[src/rtl/reg_dump_reader_if.sv]
// Bundle between the register dump reader, the register file read port and the byte stream consumer.
// master: the reader itself; slave: the environment around it.
interface reg_dump_reader_if #(
    parameter int unsigned ADDR_WIDTH = 5,
    parameter int unsigned DATA_WIDTH = 32
);
    logic                  start;
    logic [ADDR_WIDTH-1:0] start_idx;
    logic [ADDR_WIDTH-1:0] end_idx;
    logic [ADDR_WIDTH-1:0] ra;
    logic [DATA_WIDTH-1:0] rd;
    logic [7:0]            dout_data;
    logic [ADDR_WIDTH-1:0] dout_idx;
    logic                  dout_valid;
    logic                  dout_ready;
    logic                  dout_last;
    logic                  busy;
    logic                  done;

    modport master (
        input  start, start_idx, end_idx, rd, dout_ready,
        output ra, dout_data, dout_idx, dout_valid, dout_last, busy, done
    );

    modport slave (
        output start, start_idx, end_idx, rd, dout_ready,
        input  ra, dout_data, dout_idx, dout_valid, dout_last, busy, done
    );
endinterface

[src/rtl/reg_dump_reader.sv]
// Walks a register index range through one async read port and streams each word
// as little-endian bytes over a valid/ready interface.
module reg_dump_reader #(
    parameter int unsigned DATA_WIDTH     = 32,
    parameter int unsigned ADDR_WIDTH     = 5,
    parameter int unsigned BYTES_PER_WORD = 4
) (
    input  logic               clk,
    input  logic               rst_n,
    reg_dump_reader_if.master  bus
);
    localparam int unsigned BYTE_W = 8;
    localparam int unsigned CNT_W  = (BYTES_PER_WORD > 1) ? $clog2(BYTES_PER_WORD) : 1;
    localparam logic [CNT_W-1:0] LAST_BYTE = CNT_W'(BYTES_PER_WORD - 1);

    typedef enum logic [1:0] {S_IDLE, S_READ, S_SEND, S_DONE} state_t;

    state_t                r_state;
    state_t                w_state_nxt;

    logic [ADDR_WIDTH-1:0] r_cur, r_last;
    logic [CNT_W-1:0]      r_cnt;
    logic [DATA_WIDTH-1:0] r_shift;
    logic [ADDR_WIDTH-1:0] r_ra, r_dout_idx;
    logic [BYTE_W-1:0]     r_dout_data;
    logic                  r_dout_valid, r_dout_last, r_busy, r_done;

    logic [ADDR_WIDTH-1:0] w_cur_nxt, w_last_nxt, w_ra_nxt, w_idx_nxt;
    logic [CNT_W-1:0]      w_cnt_nxt;
    logic [DATA_WIDTH-1:0] w_shift_nxt;
    logic [BYTE_W-1:0]     w_data_nxt;
    logic                  w_send_nxt, w_lastb_nxt, w_busy_nxt, w_done_nxt;
    logic                  w_hs, w_word_end, w_at_last;

    assign w_hs       = (r_state == S_SEND) && bus.dout_ready;
    assign w_word_end = w_hs && (r_cnt == LAST_BYTE);
    assign w_at_last  = (r_cur == r_last);

    // State register
    always_ff @(posedge clk or negedge rst_n) begin
        if (!rst_n) r_state <= S_IDLE;
        else        r_state <= w_state_nxt;
    end

    // Next-state logic
    always_comb begin
        w_state_nxt = r_state;
        case (r_state)
            S_IDLE:  if (bus.start) w_state_nxt = S_READ;
            S_READ:  w_state_nxt = S_SEND;
            S_SEND:  if (w_word_end) w_state_nxt = w_at_last ? S_DONE : S_READ;
            S_DONE:  w_state_nxt = S_IDLE;
            default: w_state_nxt = S_IDLE;
        endcase
    end

    // Datapath and output next values; outputs are computed from the next state so they leave flops
    always_comb begin
        w_cur_nxt   = r_cur;
        w_last_nxt  = r_last;
        w_cnt_nxt   = r_cnt;
        w_shift_nxt = r_shift;
        case (r_state)
            S_IDLE: begin
                if (bus.start) begin
                    w_cur_nxt  = bus.start_idx;
                    w_last_nxt = bus.end_idx;
                end
            end
            S_READ: begin
                w_shift_nxt = bus.rd;
                w_cnt_nxt   = '0;
            end
            S_SEND: begin
                if (w_hs) begin
                    w_shift_nxt = r_shift >> BYTE_W;
                    w_cnt_nxt   = CNT_W'(r_cnt + 1'b1);
                    if (w_word_end && !w_at_last) w_cur_nxt = ADDR_WIDTH'(r_cur + 1'b1);
                end
            end
            default: ;
        endcase

        w_send_nxt  = (w_state_nxt == S_SEND);
        w_ra_nxt    = ((w_state_nxt == S_READ) || w_send_nxt) ? w_cur_nxt : '0;
        w_data_nxt  = w_send_nxt ? w_shift_nxt[BYTE_W-1:0] : '0;
        w_idx_nxt   = w_send_nxt ? w_cur_nxt : '0;
        w_lastb_nxt = w_send_nxt && (w_cur_nxt == w_last_nxt) && (w_cnt_nxt == LAST_BYTE);
        w_busy_nxt  = (w_state_nxt != S_IDLE);
        w_done_nxt  = (w_state_nxt == S_DONE);
    end

    // Datapath and output registers
    always_ff @(posedge clk or negedge rst_n) begin
        if (!rst_n) begin
            r_cur        <= '0;
            r_last       <= '0;
            r_cnt        <= '0;
            r_shift      <= '0;
            r_ra         <= '0;
            r_dout_data  <= '0;
            r_dout_idx   <= '0;
            r_dout_valid <= 1'b0;
            r_dout_last  <= 1'b0;
            r_busy       <= 1'b0;
            r_done       <= 1'b0;
        end else begin
            r_cur        <= w_cur_nxt;
            r_last       <= w_last_nxt;
            r_cnt        <= w_cnt_nxt;
            r_shift      <= w_shift_nxt;
            r_ra         <= w_ra_nxt;
            r_dout_data  <= w_data_nxt;
            r_dout_idx   <= w_idx_nxt;
            r_dout_valid <= w_send_nxt;
            r_dout_last  <= w_lastb_nxt;
            r_busy       <= w_busy_nxt;
            r_done       <= w_done_nxt;
        end
    end

    assign bus.ra         = r_ra;
    assign bus.dout_data  = r_dout_data;
    assign bus.dout_idx   = r_dout_idx;
    assign bus.dout_valid = r_dout_valid;
    assign bus.dout_last  = r_dout_last;
    assign bus.busy       = r_busy;
    assign bus.done       = r_done;
endmodule

[src/flat_wrapper.sv]
// flat-port wrapper written by rule: the top's interface ports become plain ports
module reg_dump_reader_flat 
#(
    parameter int unsigned DATA_WIDTH     = 32,
    parameter int unsigned ADDR_WIDTH     = 5,
    parameter int unsigned BYTES_PER_WORD = 4
)
  (clk, rst_n, bus_start, bus_start_idx, bus_end_idx, bus_rd, bus_dout_ready, bus_ra, bus_dout_data, bus_dout_idx, bus_dout_valid, bus_dout_last, bus_busy, bus_done);
  reg_dump_reader_if #(.ADDR_WIDTH(ADDR_WIDTH), .DATA_WIDTH(DATA_WIDTH)) bus_i ();
  input  logic clk;
  input  logic rst_n;
  input wire logic [$bits(bus_i.start)-1:0] bus_start;
  input wire logic [$bits(bus_i.start_idx)-1:0] bus_start_idx;
  input wire logic [$bits(bus_i.end_idx)-1:0] bus_end_idx;
  input wire logic [$bits(bus_i.rd)-1:0] bus_rd;
  input wire logic [$bits(bus_i.dout_ready)-1:0] bus_dout_ready;
  output wire logic [$bits(bus_i.ra)-1:0] bus_ra;
  output wire logic [$bits(bus_i.dout_data)-1:0] bus_dout_data;
  output wire logic [$bits(bus_i.dout_idx)-1:0] bus_dout_idx;
  output wire logic [$bits(bus_i.dout_valid)-1:0] bus_dout_valid;
  output wire logic [$bits(bus_i.dout_last)-1:0] bus_dout_last;
  output wire logic [$bits(bus_i.busy)-1:0] bus_busy;
  output wire logic [$bits(bus_i.done)-1:0] bus_done;
  assign bus_i.start = bus_start;
  assign bus_i.start_idx = bus_start_idx;
  assign bus_i.end_idx = bus_end_idx;
  assign bus_i.rd = bus_rd;
  assign bus_i.dout_ready = bus_dout_ready;
  assign bus_ra = bus_i.ra;
  assign bus_dout_data = bus_i.dout_data;
  assign bus_dout_idx = bus_i.dout_idx;
  assign bus_dout_valid = bus_i.dout_valid;
  assign bus_dout_last = bus_i.dout_last;
  assign bus_busy = bus_i.busy;
  assign bus_done = bus_i.done;
  reg_dump_reader #(.DATA_WIDTH(DATA_WIDTH), .ADDR_WIDTH(ADDR_WIDTH), .BYTES_PER_WORD(BYTES_PER_WORD)) u_core (.clk(clk), .rst_n(rst_n), .bus(bus_i));
endmodule
[config.mk]
export PLATFORM = sky130hd
export DESIGN_NAME = reg_dump_reader_flat
export DESIGN_NICKNAME = d
export VERILOG_FILES = /design/src/rtl/reg_dump_reader_if.sv /design/src/rtl/reg_dump_reader.sv /design/src/flat_wrapper.sv
export SDC_FILE = /design/constraint.sdc
export NUM_CORES = 1
export LEC_CHECK = 0
export ABC_AREA = 1
export CAP_MARGIN = 30
export CORE_UTILIZATION = 40
export DETAILED_ROUTE_END_ITERATION = 8
export PLACE_DENSITY = 0.68
export SYNTH_ARGS = -nofsm -noshare
export SYNTH_HDL_FRONTEND = slang
export SYNTH_SLANG_ARGS = --single-unit
[constraint.sdc]
create_clock -name clk -period 2.4 [get_ports clk]
set_input_delay 0.36 -clock clk [delete_from_list [all_inputs] [get_ports clk]]
set_output_delay 0.36 -clock clk [all_outputs]
set_load 0.01 [all_outputs]
* Word level (Yosys, flattened, before mapping)
Index checks and enable logic that the tools add are counted.
W data, S select, Z words.
** Cells by class
- Add/sub/neg operators :: 2
- Reductions and logical operators :: 11
- Mux-type cells :: 17
- Equal/unequal tests :: 11
** Operators with widths (count)
- $pmux W32 S2 :: 1
- $mux W5 :: 7
- $mux W32 :: 1
- $eq A2 B2 Y1 const B :: 6
- $eq A5 B5 Y1 :: 2
- $pmux W5 S2 :: 1
- $mux W2 :: 4
- $mux W8 :: 1
- $pmux W2 S4 :: 1
- $add A5 B1 Y5 const B :: 1
- $logic_and A1 B1 Y1 :: 5
- $eq A2 B1 Y1 const B :: 2
- $pmux W2 S2 :: 1
- $reduce_bool A2 Y1 :: 2
- $add A2 B1 Y2 const B :: 1
- $logic_not A2 Y1 :: 1
- $ne A2 B1 Y1 const B :: 1
- $reduce_and A2 Y1 :: 1
- $logic_not A1 Y1 :: 1
- $logic_or A1 B1 Y1 :: 1
** Storage, ports and cells
- Word-level logic and storage cells :: 54
- Input port bits :: 46
- Register bits after elaboration :: 68
- Output and inout bits :: 22

* Logic depth before layout (Yosys ltp)
- Depth in word-level cells :: 10
- Depth in mapped cells :: 16
- Gate-level depth less buffers :: 16

* Least setup slack after synthesis
No wires, ideal clock.
- Path type :: flip-flop to flip-flop
- Start :: register u_core.r_state[1]
- End :: register u_core.r_dout_last, in the netlist u_core.bus.dout_last
- Setup time :: 0.069 ns
- Clock period less this slack :: 2.127 ns
- Stages on the path, launching flop included :: 14
- Arrival :: 2.058 ns
- Path buffers :: 1
- Data required time :: 2.331 ns
- Slack :: 0.273 ns
- Path through :: dfrtp_1 inv_1 ha_1 nand2_1 buf_2 o21ai_0 a31oi_1 ha_1 inv_1 nor3_1 nand3_1 nor2_1 nand2_1 nor2_2
** Between the ends
- Elaborated cells between the ends (all ways) :: 21
- Those cells by class :: eq/ne: 6; mux: 9; reduce/logical: 6
** RTL lines
- from (decl) :: line reg_dump_reader.sv:18 : state_t r_state;
- from (signal assigned) :: line reg_dump_reader.sv:42 : else r_state <= w_state_nxt;
- $eq A2 B2 Y1 :: line reg_dump_reader.sv:35, reg_dump_reader.sv:48
- $logic_and A1 B1 Y1 :: line reg_dump_reader.sv:35 : assign w_hs = (r_state == S_SEND) && bus.dout_ready;
- $logic_and A1 B1 Y1 :: line reg_dump_reader.sv:36 : assign w_word_end = w_hs && (r_cnt == LAST_BYTE);
- $mux W2 :: line reg_dump_reader.sv:51 : S_SEND: if (w_word_end) w_state_nxt = w_at_last ? S_DONE : S_READ;
- $pmux W2 S4 * :: line reg_dump_reader.sv:48 : case (r_state)
- named net u_core.w_state_nxt[1] :: line reg_dump_reader.sv:19 : state_t w_state_nxt;
- $eq A2 B2 Y1 * :: line reg_dump_reader.sv:84 : w_send_nxt = (w_state_nxt == S_SEND);
- named net u_core.w_send_nxt :: line reg_dump_reader.sv:32 : logic w_send_nxt, w_lastb_nxt, w_busy_nxt, w_done_nxt;
- $logic_and A1 B1 Y1 * (2 in series) :: line reg_dump_reader.sv:88 : w_lastb_nxt = w_send_nxt && (w_cur_nxt == w_last_nxt) && (w_cnt_nxt == LAST_BYTE);
- named net u_core.w_lastb_nxt :: line reg_dump_reader.sv:32
- to (signal assigned) :: line reg_dump_reader.sv:116 : r_dout_last <= w_lastb_nxt;
- to (decl) :: line reg_dump_reader.sv:26 : logic r_dout_valid, r_dout_last, r_busy, r_done;
The timed path passes the listed nets; every way through them passes the cells marked *.
A chain may end at the register's enable or synchronous reset.

* Worst setup path in the final report
- Start :: register u_core.r_state[0]
- End :: register u_core.r_dout_data[3], in the netlist u_core.bus.dout_data[3]
** Between the ends
- Word-level cells in the longest chain between the ends :: 7
- Elaborated cells between the ends (all ways) :: 13
- Those cells by class :: eq/ne: 4; mux: 6; reduce/logical: 3
** RTL lines
- $eq A2 B2 Y1 :: line reg_dump_reader.sv:35, reg_dump_reader.sv:48
- $logic_and A1 B1 Y1 :: line reg_dump_reader.sv:35
- $logic_and A1 B1 Y1 :: line reg_dump_reader.sv:36
- $mux W2 :: line reg_dump_reader.sv:51
- $pmux W2 S4 * :: line reg_dump_reader.sv:48
- named net u_core.w_state_nxt[0] :: line reg_dump_reader.sv:19
- $eq A2 B2 Y1 * :: line reg_dump_reader.sv:84
- named net u_core.w_send_nxt :: line reg_dump_reader.sv:32
- $mux W8 * :: line reg_dump_reader.sv:86 : w_data_nxt = w_send_nxt ? w_shift_nxt[BYTE_W-1:0] : '0;
- named net u_core.w_data_nxt[3] :: line reg_dump_reader.sv:31 : logic [BYTE_W-1:0] w_data_nxt;
- to (signal assigned) :: line reg_dump_reader.sv:113 : r_dout_data <= w_data_nxt;
- to (decl) :: line reg_dump_reader.sv:25 : logic [BYTE_W-1:0] r_dout_data;
The timed path passes the listed nets; every way through them passes the cells marked *. The select of a mux whose other input is x is not followed.

==> load_flow_metrics.sql <==
INSERT INTO impl_metrics (metric_group, metric, value, unit) VALUES
('run_status', 'run_status', 'finished, final reports clean', ''),
('synth', 'synth_area_leaders', 'sky130_fd_sc_hd__dfrtp_1, sky130_fd_sc_hd__nand2_1, sky130_fd_sc_hd__o21ai_0', ''),
('clock_network', 'clk_transition_reported_paths', '0.07', 'ns'),
('sta', 'finalWorstSetupSlack', '0.231', 'ns'),
('power', 'cell_pwr_density', '1200', 'nW/um^2'),
('clock_network', 'cts-buffers-inserted', '9', ''),
('worst_hold_path', 'min-delay-path-class', 'primary input to async pin', ''),
('clock_network', 'cts-root-buf', 'sky130_fd_sc_hd__clkbuf_8', ''),
('critical_path', 'critical_path.endpoint_type', 'flop', ''),
('sta', 'relSlewSlack', '0.666', ''),
('floorplan', 'core-area', '7810', 'sq um'),
('critical_path', 'timing.setup.critical_path_class', 'flop to flop', ''),
('sta', 'post-route-period-util', '0.904', ''),
('power', 'swShare', '0.427', ''),
('clock_network', 'cts_max_path_buffers', '2', ''),
('detailed_routing', 'drt.antenna.violating_nets', '0', ''),
('final_layout', 'filler_cell_count', '742', ''),
('placed_design', 'gp_congestion', '0.926', ''),
('power', 'max-vdd-ir-drop', '495', 'uV'),
('grt', 'largest_net_degree_at_the_start_of_global_routing', '69', ''),
('placed_design', 'place_worst_setup_slack', '-0.0241', 'ns'),
('grt', 'number_of_antenna_violations_at_the_first_check_in_global_routing', '0', ''),
('grt', 'grt_first_pass_wirelength', '13.0', 'mm'),
('clock_network', 'hold_fix_buffers_at_cts', '0', ''),
('clock_network', 'cts.sink_count', '68', ''),
('sta', 'worst_slew_pin_slew', '0.495', 'ns'),
('sta', 'timing.fmax', '0.461', 'GHz'),
('power', 'power_frac_seq', '0.339', ''),
('floorplan', 'chipHeight', '92.1', 'um'),
('detailed_routing', 'totalWireLength', '7.54', 'mm'),
('power', 'net-switching-power', '2190', 'uW'),
('power', 'design_internal_power', '2940', 'uW'),
('sta', 'fin_worst_skew', '0.00397', 'ns'),
('clock_network', 'post_cts_setup_repair_buffer_count', '0', ''),
('synth', 'synth_enable_flop_cells', '0', ''),
('placed_design', 'dp_hpwl', '5.38', 'mm'),
('synth', 'synth_top_cell_area_share', '0.523', ''),
('floorplan', 'top_level_ports', '68', ''),
('grt', 'globalRoute.totalOverflow', '0', ''),
('sta', 'report.final.slew_viol_count', '0', ''),
('detailed_routing', 'post_drt_via_cell_ratio', '4.93', ''),
('synth', 'syn_nets', '439', ''),
('power', 'power.share.combinational', '0.501', ''),
('clock_network', 'cts.repair.resized', '0', ''),
('critical_path', 'worstPathCellList', 'inv_1, ha_2, nand2_2, inv_2, nand2_1, inv_2, nand2_1, a31oi_1, inv_1, ha_2, inv_1, buf_4, a21oi_1', ''),
('synth', 'synth.distinct_cells', '27', ''),
('critical_path', 'regToRegSetupSlack', '0.23', 'ns'),
('synth', 'dominantRegCellSynth', 'sky130_fd_sc_hd__dfrtp_1', ''),
('grt', 'grt_use_total', '0.200', ''),
('detailed_routing', 'vias', '2796', ''),
('detailed_routing', 'routed_wire_length_per_instance', '13.3', 'um'),
('final_layout', 'antenna_diode_count', '0', ''),
('final_layout', 'number_of_non_filler_instances_in_the_completed_layout', '567', ''),
('synth', 'syn_warnings', '0', ''),
('critical_path', 'cp_max_fo', '12', ''),
('critical_path', 'path_common_cell', 'sky130_fd_sc_hd__inv_1', ''),
('clock_network', 'clock_latency', '0.34', 'ns'),
('power', 'leakage', '0.00202', 'uW'),
('clock_network', 'htree_levels', '3', ''),
('grt', 'grt_pass1_vias', '2790', ''),
('floorplan', 'die_area', '8490', 'sq um'),
('sta', 'setup_viol', '0', ''),
('power', 'clock_group_share_of_total_power', '0.160', ''),
('sta', 'shortest_clock_period_the_worst_path_allows_after_layout', '2.17', 'ns'),
('flow_run', 'maxCapViolations', '0', ''),
('placed_design', 'place.port_buffers', '67', ''),
('floorplan', 'total_number_of_placement_rows', '32', ''),
('detailed_routing', 'drt_first_iter_violations', '148', ''),
('synth', 'synth_sequential_area_ratio', '0.523', ''),
('critical_path', 'max_stage_delay', '0.39', 'ns'),
('synth', 'synth_area_leader_cell', 'sky130_fd_sc_hd__dfrtp_1', '');
cells in the mapped netlist, drive strengths merged (5+ instances only):
cell	number
o21ai	50
nand3	42
nand2	91
a21oi	10
ha	8
dfrtp	68
clkbuf	8
nor2	20
inv	61
a32oi	5
buf	7
registers in the layout (all words and copies together) (netlist names):
name and cells:
u_core.bus.dout_idx 5, u_core.bus.dout_data 8, u_core.r_last 5, u_core.bus.dout_valid 1
u_core.r_cnt 2, u_core.bus.done 1, u_core.bus.dout_last 1, u_core.bus.ra 5
u_core.r_state 2, u_core.r_shift 32, u_core.bus.busy 1, u_core.r_cur 5
critical path, delay by kind of cell, from the launching register on:
family                   cells  cell delay (ns)
AO/OA/AOI/OAI                2             0.26
AND/OR/NAND/NOR              3             0.23
adder cells (fa/ha/maj)      2             0.41
flip-flops                   1             0.39
buffers and inverters        6             0.75
power groups by stage:
stage	registers, uW	logic, uW	clock network [uW]
6_report	1740	2570	819
5_1_grt	1780	2920	895
4_1_cts	1740	2550	843
3_5_place_dp	1760	2540	0
3_3_place_gp	1750	2500	0
2_1_floorplan	1760	1600	0
logic make-up (layout without fill, tap and decap cells):
| group | count (synthesis) | after routing | share of synthesized area |
|---|---|---|---|
| xor+xnor | 5 | 5 | 0.0135 |
| fa+ha+maj | 8 | 8 | 0.0308 |
| flops | 68 | 68 | 0.523 |
| mux | 3 | 3 | 0.0104 |
| buf+inv | 76 | 156 | 0.0905 |
| compound gates | 70 | 70 | 0.117 |
| simple gates | 155 | 155 | 0.214 |
path summary, 6_finish.rpt:
kind | from | endpoint | cells after the start
min | rst_n | u_core.bus.busy$_DFF_PN0_ | 2
max in group asynchronous | rst_n | u_core.bus.ra[4]$_DFF_PN0_ | 2
min reg2reg | u_core.r_shift[0]$_DFF_PN0_ | u_core.r_shift[0]$_DFF_PN0_ | 2
max reg2reg | u_core.r_state[0]$_DFF_PN0_ | u_core.bus.dout_data[3]$_DFF_PN0_ | 13
min in group clk | u_core.r_shift[0]$_DFF_PN0_ | u_core.r_shift[0]$_DFF_PN0_ | 2
max | u_core.r_state[0]$_DFF_PN0_ | u_core.bus.dout_data[3]$_DFF_PN0_ | 13
placed cells by master (no fill, tap or decap):
cell                              synthesis  final
sky130_fd_sc_hd__clkdlybuf4s50_1          0     66
sky130_fd_sc_hd__xor2_1                   3      3
sky130_fd_sc_hd__nand2_2                  6      7
sky130_fd_sc_hd__inv_1                   57     57
sky130_fd_sc_hd__a32oi_1                  5      5
sky130_fd_sc_hd__a31oi_1                  2      1
sky130_fd_sc_hd__nand2_4                  1      1
sky130_fd_sc_hd__nor2_1                  17     16
sky130_fd_sc_hd__a21oi_1                 10     10
sky130_fd_sc_hd__o311ai_0                 1      1
sky130_fd_sc_hd__buf_4                    0     12
sky130_fd_sc_hd__o21ai_0                 50     49
sky130_fd_sc_hd__xnor2_1                  2      2
sky130_fd_sc_hd__o221ai_1                 1      1
sky130_fd_sc_hd__ha_2                     0      2
sky130_fd_sc_hd__nand3_1                 39     39
sky130_fd_sc_hd__ha_1                     8      6
sky130_fd_sc_hd__clkbuf_1                 8      2
sky130_fd_sc_hd__clkbuf_8                 0     11
sky130_fd_sc_hd__a31oi_2                  0      1
sky130_fd_sc_hd__o21bai_1                 1      1
sky130_fd_sc_hd__nand3_4                  1      1
sky130_fd_sc_hd__nand4_1                  1      1
sky130_fd_sc_hd__nor2_2                   2      3
sky130_fd_sc_hd__o21ai_2                  0      1
sky130_fd_sc_hd__buf_12                   0      1
sky130_fd_sc_hd__nand3_2                  2      2
sky130_fd_sc_hd__nor2_4                   1      1
sky130_fd_sc_hd__buf_2                    7      1
sky130_fd_sc_hd__nand2_1                 84     83
sky130_fd_sc_hd__clkinv_2                 0      2
sky130_fd_sc_hd__nor3_2                   0      1
sky130_fd_sc_hd__mux2_2                   3      3
sky130_fd_sc_hd__inv_2                    4      4
sky130_fd_sc_hd__dfrtp_1                 68     68
metrics by stage:
step	util	power [uW]	area, sq um	setup TNS (ns)
CTS	0.546	5130	4260	0
detailed placement	0.524	4290	4090	-0.0241
finish	0.549	5120	4280	0
global route	0.549	5590	4280	-0.115
floorplan	-	3360	3250	0
global placement	0.524	4250	4090	0
layout make-up:
cell class | count | area, sq um | area share
sequential | 68 | 1700 | 0.397
multi-input combinational | 241 | 1280 | 0.299
timing repair buffer | 80 | 776 | 0.181
inverter | 61 | 229 | 0.0535
clock buffer | 13 | 159 | 0.0371
tap | 102 | 128 | 0.0298
clock inverter | 2 | 10.0 | 0.00234
routing by layer:
metal  vias to the layer above  track usage  routed length, um
met5                         -            0                  0
met4                         0       0.0846                210
met3                        18       0.0439                346
met2                        77        0.308               3520
met1                      1321        0.270               3460
li1                       1380            -                  -
Note: power is estimated with default switching activity, not from simulation.
